File: src/rtl/muldiv_sequencer_if.sv
// Handshake and data bundle between the control unit and the MUL/DIV sequencer.
interface muldiv_sequencer_if #(
  parameter int WIDTH = 32
);
  logic             start;
  logic             op;
  logic             set_flags;
  logic [WIDTH-1:0] src_a;
  logic [WIDTH-1:0] src_b;
  logic             stall;
  logic             done;
  logic [WIDTH-1:0] result;
  logic [3:0]       flags_out;
  logic [1:0]       flag_w;

  modport master (
    output start, op, set_flags, src_a, src_b,
    input  stall, done, result, flags_out, flag_w
  );

  modport slave (
    input  start, op, set_flags, src_a, src_b,
    output stall, done, result, flags_out, flag_w
  );
endinterface

File: src/rtl/muldiv_sequencer.sv
// Iterative unsigned shift-add multiplier / restoring divider that stalls the
// pipeline for WIDTH cycles and reports result, NZCV flags and flag enables.
module muldiv_sequencer #(
  parameter int WIDTH = 32
) (
  input logic              clk,
  input logic              rst,
  muldiv_sequencer_if.slave bus
);
  localparam int CW = (WIDTH > 1) ? $clog2(WIDTH) : 1;

  typedef enum logic [1:0] {IDLE, CALC, DONE} state_t;

  state_t           state_q, state_d;
  logic [CW-1:0]    cnt_q, cnt_d;
  logic             op_q, op_d;
  logic             s_q, s_d;
  // a: multiplicand / dividend, b: multiplier / divisor, acc: product / quotient
  logic [WIDTH-1:0] a_q, a_d;
  logic [WIDTH-1:0] b_q, b_d;
  logic [WIDTH-1:0] acc_q, acc_d;
  logic [WIDTH-1:0] rem_q, rem_d;
  logic [WIDTH-1:0] result_q, result_d;
  logic [3:0]       flags_q, flags_d;

  logic [WIDTH:0]   rem_sh;
  logic             rem_ge;
  logic [WIDTH-1:0] step_a, step_b, step_acc, step_rem;

  // One iteration of the selected algorithm, computed from the current state.
  // The shifted remainder keeps one extra bit so divisors above 2^(WIDTH-1)
  // still compare correctly; after subtraction it always fits in WIDTH bits.
  always_comb begin
    rem_sh   = {rem_q, a_q[WIDTH-1]};
    rem_ge   = (rem_sh >= {1'b0, b_q});
    step_a   = a_q << 1;
    step_b   = b_q;
    step_acc = acc_q;
    step_rem = rem_q;
    if (op_q) begin
      step_rem = rem_ge ? WIDTH'(rem_sh - {1'b0, b_q}) : rem_sh[WIDTH-1:0];
      step_acc = {acc_q[WIDTH-2:0], rem_ge};
    end else begin
      step_acc = b_q[0] ? (acc_q + a_q) : acc_q;
      step_b   = b_q >> 1;
    end
  end

  // Next-state and datapath update for the IDLE/CALC/DONE sequence.
  always_comb begin
    state_d  = state_q;
    cnt_d    = cnt_q;
    op_d     = op_q;
    s_d      = s_q;
    a_d      = a_q;
    b_d      = b_q;
    acc_d    = acc_q;
    rem_d    = rem_q;
    result_d = result_q;
    flags_d  = flags_q;
    unique case (state_q)
      IDLE: begin
        if (bus.start) begin
          op_d  = bus.op;
          s_d   = bus.set_flags;
          a_d   = bus.src_a;
          b_d   = bus.src_b;
          acc_d = '0;
          rem_d = '0;
          cnt_d = '0;
          if (bus.op && (bus.src_b == '0)) begin
            result_d = '1;
            flags_d  = 4'b1001;
            state_d  = DONE;
          end else begin
            state_d = CALC;
          end
        end
      end
      CALC: begin
        a_d   = step_a;
        b_d   = step_b;
        acc_d = step_acc;
        rem_d = step_rem;
        cnt_d = cnt_q + CW'(1);
        if (cnt_q == CW'(WIDTH - 1)) begin
          result_d = step_acc;
          flags_d  = {step_acc[WIDTH-1], (step_acc == '0), 2'b00};
          state_d  = DONE;
        end
      end
      DONE: begin
        state_d = IDLE;
      end
      default: begin
        state_d = IDLE;
      end
    endcase
  end

  // State register with synchronous reset.
  always_ff @(posedge clk) begin
    if (rst) begin
      state_q  <= IDLE;
      cnt_q    <= '0;
      op_q     <= 1'b0;
      s_q      <= 1'b0;
      a_q      <= '0;
      b_q      <= '0;
      acc_q    <= '0;
      rem_q    <= '0;
      result_q <= '0;
      flags_q  <= '0;
    end else begin
      state_q  <= state_d;
      cnt_q    <= cnt_d;
      op_q     <= op_d;
      s_q      <= s_d;
      a_q      <= a_d;
      b_q      <= b_d;
      acc_q    <= acc_d;
      rem_q    <= rem_d;
      result_q <= result_d;
      flags_q  <= flags_d;
    end
  end

  // Output decode; reset overrides a same-cycle start so no stall is raised.
  always_comb begin
    bus.stall     = !rst && (((state_q == IDLE) && bus.start) || (state_q == CALC));
    bus.done      = (state_q == DONE);
    bus.flag_w    = ((state_q == DONE) && s_q) ? 2'b11 : 2'b00;
    bus.result    = result_q;
    bus.flags_out = flags_q;
  end
endmodule

File: src/flat_wrapper.sv
// flat-port wrapper written by rule: the top's interface ports become plain ports
module muldiv_sequencer_flat 
#(
  parameter int WIDTH = 32
)
  (clk, rst, bus_start, bus_op, bus_set_flags, bus_src_a, bus_src_b, bus_stall, bus_done, bus_result, bus_flags_out, bus_flag_w);
  muldiv_sequencer_if #(.WIDTH(WIDTH)) bus_i ();
  input logic clk;
  input logic rst;
  input wire logic [$bits(bus_i.start)-1:0] bus_start;
  input wire logic [$bits(bus_i.op)-1:0] bus_op;
  input wire logic [$bits(bus_i.set_flags)-1:0] bus_set_flags;
  input wire logic [$bits(bus_i.src_a)-1:0] bus_src_a;
  input wire logic [$bits(bus_i.src_b)-1:0] bus_src_b;
  output wire logic [$bits(bus_i.stall)-1:0] bus_stall;
  output wire logic [$bits(bus_i.done)-1:0] bus_done;
  output wire logic [$bits(bus_i.result)-1:0] bus_result;
  output wire logic [$bits(bus_i.flags_out)-1:0] bus_flags_out;
  output wire logic [$bits(bus_i.flag_w)-1:0] bus_flag_w;
  assign bus_i.start = bus_start;
  assign bus_i.op = bus_op;
  assign bus_i.set_flags = bus_set_flags;
  assign bus_i.src_a = bus_src_a;
  assign bus_i.src_b = bus_src_b;
  assign bus_stall = bus_i.stall;
  assign bus_done = bus_i.done;
  assign bus_result = bus_i.result;
  assign bus_flags_out = bus_i.flags_out;
  assign bus_flag_w = bus_i.flag_w;
  muldiv_sequencer #(.WIDTH(WIDTH)) u_core (.clk(clk), .rst(rst), .bus(bus_i));
endmodule
File: config.mk
export PLATFORM = sky130hd
export DESIGN_NAME = muldiv_sequencer_flat
export DESIGN_NICKNAME = d
export VERILOG_FILES = /design/src/rtl/muldiv_sequencer_if.sv /design/src/rtl/muldiv_sequencer.sv /design/src/flat_wrapper.sv
export SDC_FILE = /design/constraint.sdc
export NUM_CORES = 1
export LEC_CHECK = 0
export CORE_ASPECT_RATIO = 1.5
export CORE_MARGIN = 5
export CORE_UTILIZATION = 55
export CTS_CLUSTER_DIAMETER = 100
export CTS_CLUSTER_SIZE = 14
export DETAILED_ROUTE_END_ITERATION = 8
export GPL_TIMING_DRIVEN = 0
export PLACE_DENSITY = 0.78
export SKIP_CTS_REPAIR_TIMING = 1
export SYNTH_ARGS = -nofsm -noshare
export SYNTH_HDL_FRONTEND = slang
export SYNTH_SLANG_ARGS = --single-unit
File: constraint.sdc
create_clock -name clk -period 8.5 [get_ports clk]
set_input_delay 1.275 -clock clk [delete_from_list [all_inputs] [get_ports clk]]
set_output_delay 1.275 -clock clk [all_outputs]
set_load 0.05 [all_outputs]
==> out/results.ini <==
[timing]
rsz0062_at_grt=no
finClkSkew_ps=8.79
slew_viol_final=0
tightest_slew_ps=1250
setup_violations=0
slew-limit-headroom_pct=15.3
min_period_over_period_pct=61.2
hold_ws_ps=484
max_freq_mhz=192
finalHoldViolations=0
fin_crit_ps=5200
setup_tns_ps=0

[yosys]
yosysWarnings=0
synth_top_cell_by_area=dfxtp_1
seq_area_frac_synth_pct=31.9
synth-edff-count=0
synth_top_area_share_pct=31.9
synth.distinct_cells=68
synth_nets=1575
synth_seq_cells=171
synthCells=1439
ys.flop_type=dfxtp_1
syn-cell-area_mm2=0.0107
ys_async_sr_fraction_pct=0
synthTopCellsByArea=dfxtp_1 (32%), nand2_1 (8.7%), ha_1 (7.6%)
avgSynthCellArea_um2=7.45

[worst_setup_path]
crit_path_start_kind=input pin
crit_type=input pin to primary output
cpMaxStageDelayCell=clkdlybuf4s50_1
critical_path.startpoint=bus_start
crit_arrival_ps=3920
cp-end-kind=primary output
cp_data_required_time_ps=7220
r2r_start=u_core.a_q[0]$_SDFFE_PP0P_
crit_chain=clkdlybuf4s50_1, and2_1, clkbuf_1, nor2_1, nor2_1, clkdlybuf4s50_1
cpPeakStageDelay_ps=850
cp_max_fo=10

[cells_and_area]
diodes=0
fillers=1718
final_net_count=1700
stdcell_count=1833
drive_above_1_share_pct=2.73
area.growth.synth_to_final_pct=18.9
fin_util_pct=66.5
layout_common_cells=nand2_1 (248), nor2_1 (190), dfxtp_1 (171)
final_common_cell=nand2_1

[floorplanning]
core_area_mm2=0.0192
initial_core_util_pct=56.0
fp.dieArea_mm2=0.0224
die_h_um=181
floorplan.rows=62
ios=109
chipWidth_um=124

[route]
drc=0
drt-vias-per-instance=6.29
ant_nets=0
num_vias=11500
routedWlPerCell_um=19.6
drt-initial-drc-count=875
wirelength_mm=35.9
drtPass1Iterations=6

[global_route]
grt_use_total_pct=32.2
grt_pass1_wl_mm=57.6
antenna_found_initial=0
grt_max_degree=17
grt_pass1_vias=11500
grt-ovfl-total=0

[pwr]
total_leakage_power_nw=4.97
ir_drop_mv=0.142
powerDensity_mw_per_mm2=171

[clock_tree]
cts-htree-levels=4
cts_tree=yes
cts.sinks=171
root_buffer=clkbuf_16
clockBufferDepth=2
numCtsBuffers=17
path_clk_slew_ps=70
clock_latency_ps=450

[placed_design]
dp_hpwl_mm=27.6
io_buffers=106
dp_cells=1801
gp_congestion=0.957

[run_status]
status=complete, no violations

[flow_run]
max-cap-violations=0

[worst_hold_path]
worstHoldPathType=register to register
min_from=u_core.cnt_q[3]$_SDFFE_PP0P_

[synth_stat cells (all sizes together), types with 30 or more instances]
master	count
nand2	249
o21ai	65
a21oi	92
mux2i	30
ha	65
dfxtp	171
nor2	190
clkbuf	83
a311oi	66
nand3	36
inv	49
[kinds of logic after synthesis]
group	synth area share (%)
AO/OA/AOI/OAI	24.8
XOR/XNOR	3.35
adder cells (fa/ha/maj)	7.96
buffers and inverters	5.13
flip-flops	31.9
multiplexers	2.80
other	0.0350
AND/OR/NAND/NOR	24.0
[state kept, by name (all words and copies together) (netlist names), 2 cells and up]
register / cells
u_core.state_q: 2
u_core.cnt_q: 5
u_core.rem_q: 32
u_core.a_q: 32
u_core.bus.result: 31
u_core.b_q: 32
u_core.bus.flags_out: 3
u_core.acc_q: 32
[path summary, 6_finish.rpt]
check / end / depth (start not counted) / slack (ps)
hold reg to reg: u_core.cnt_q[3]$_SDFFE_PP0P_ / 1 / 480
hold / removal: u_core.cnt_q[3]$_SDFFE_PP0P_ / 1 / 480
setup / recovery: bus_stall / 6 / 3300
setup reg to reg: u_core.bus.flags_out[2]$_SDFFE_PP0P_ / 15 / 3990
[per-stage QoR]
step	total power, mW	setup WS [ps]	instance area (um^2)
after floorplan	1.17	4700	10700
after global placement	1.30	3400	12100
after detailed placement	1.31	3410	12100
after CTS	2.17	3350	12700
after global routing	2.26	3200	12700
final	2.18	3300	12700
[worst max-delay path: cells and delay by family]
| kind | cells | cell delay (ps) |
|---|---|---|
| buf+inv | 3 | 1980 |
| simple gates | 3 | 670 |
[power by group]
group	switching [mW]	total, mW	internal (mW)
clock	0.347	0.876	0.530
combinational	0.273	0.432	0.159
sequential	0.0342	0.872	0.838
[per-layer routing]
layer | GRT usage [%] | wire, um | vias up
met2 | 55.9 | 18000 | 546
li1 | - | - | 5430
met1 | 33.3 | 12600 | 5354
met5 | 0 | 0 | -
met3 | 6.20 | 2360 | 203
met4 | 24.2 | 3010 | 0
[cell type report]
class / instances / area (um^2) / area share [%]
buffer: 94 / 367 / 2.88
inverter: 49 / 184 / 1.44
tap: 256 / 320 / 2.51
sequential: 171 / 3420 / 26.9
timing repair buffer: 106 / 1060 / 8.32
clock inverter: 11 / 193 / 1.51
clock buffer: 21 / 450 / 3.53
multi-input combinational: 1125 / 6750 / 52.9
Power figures use the tool's default switching activity.
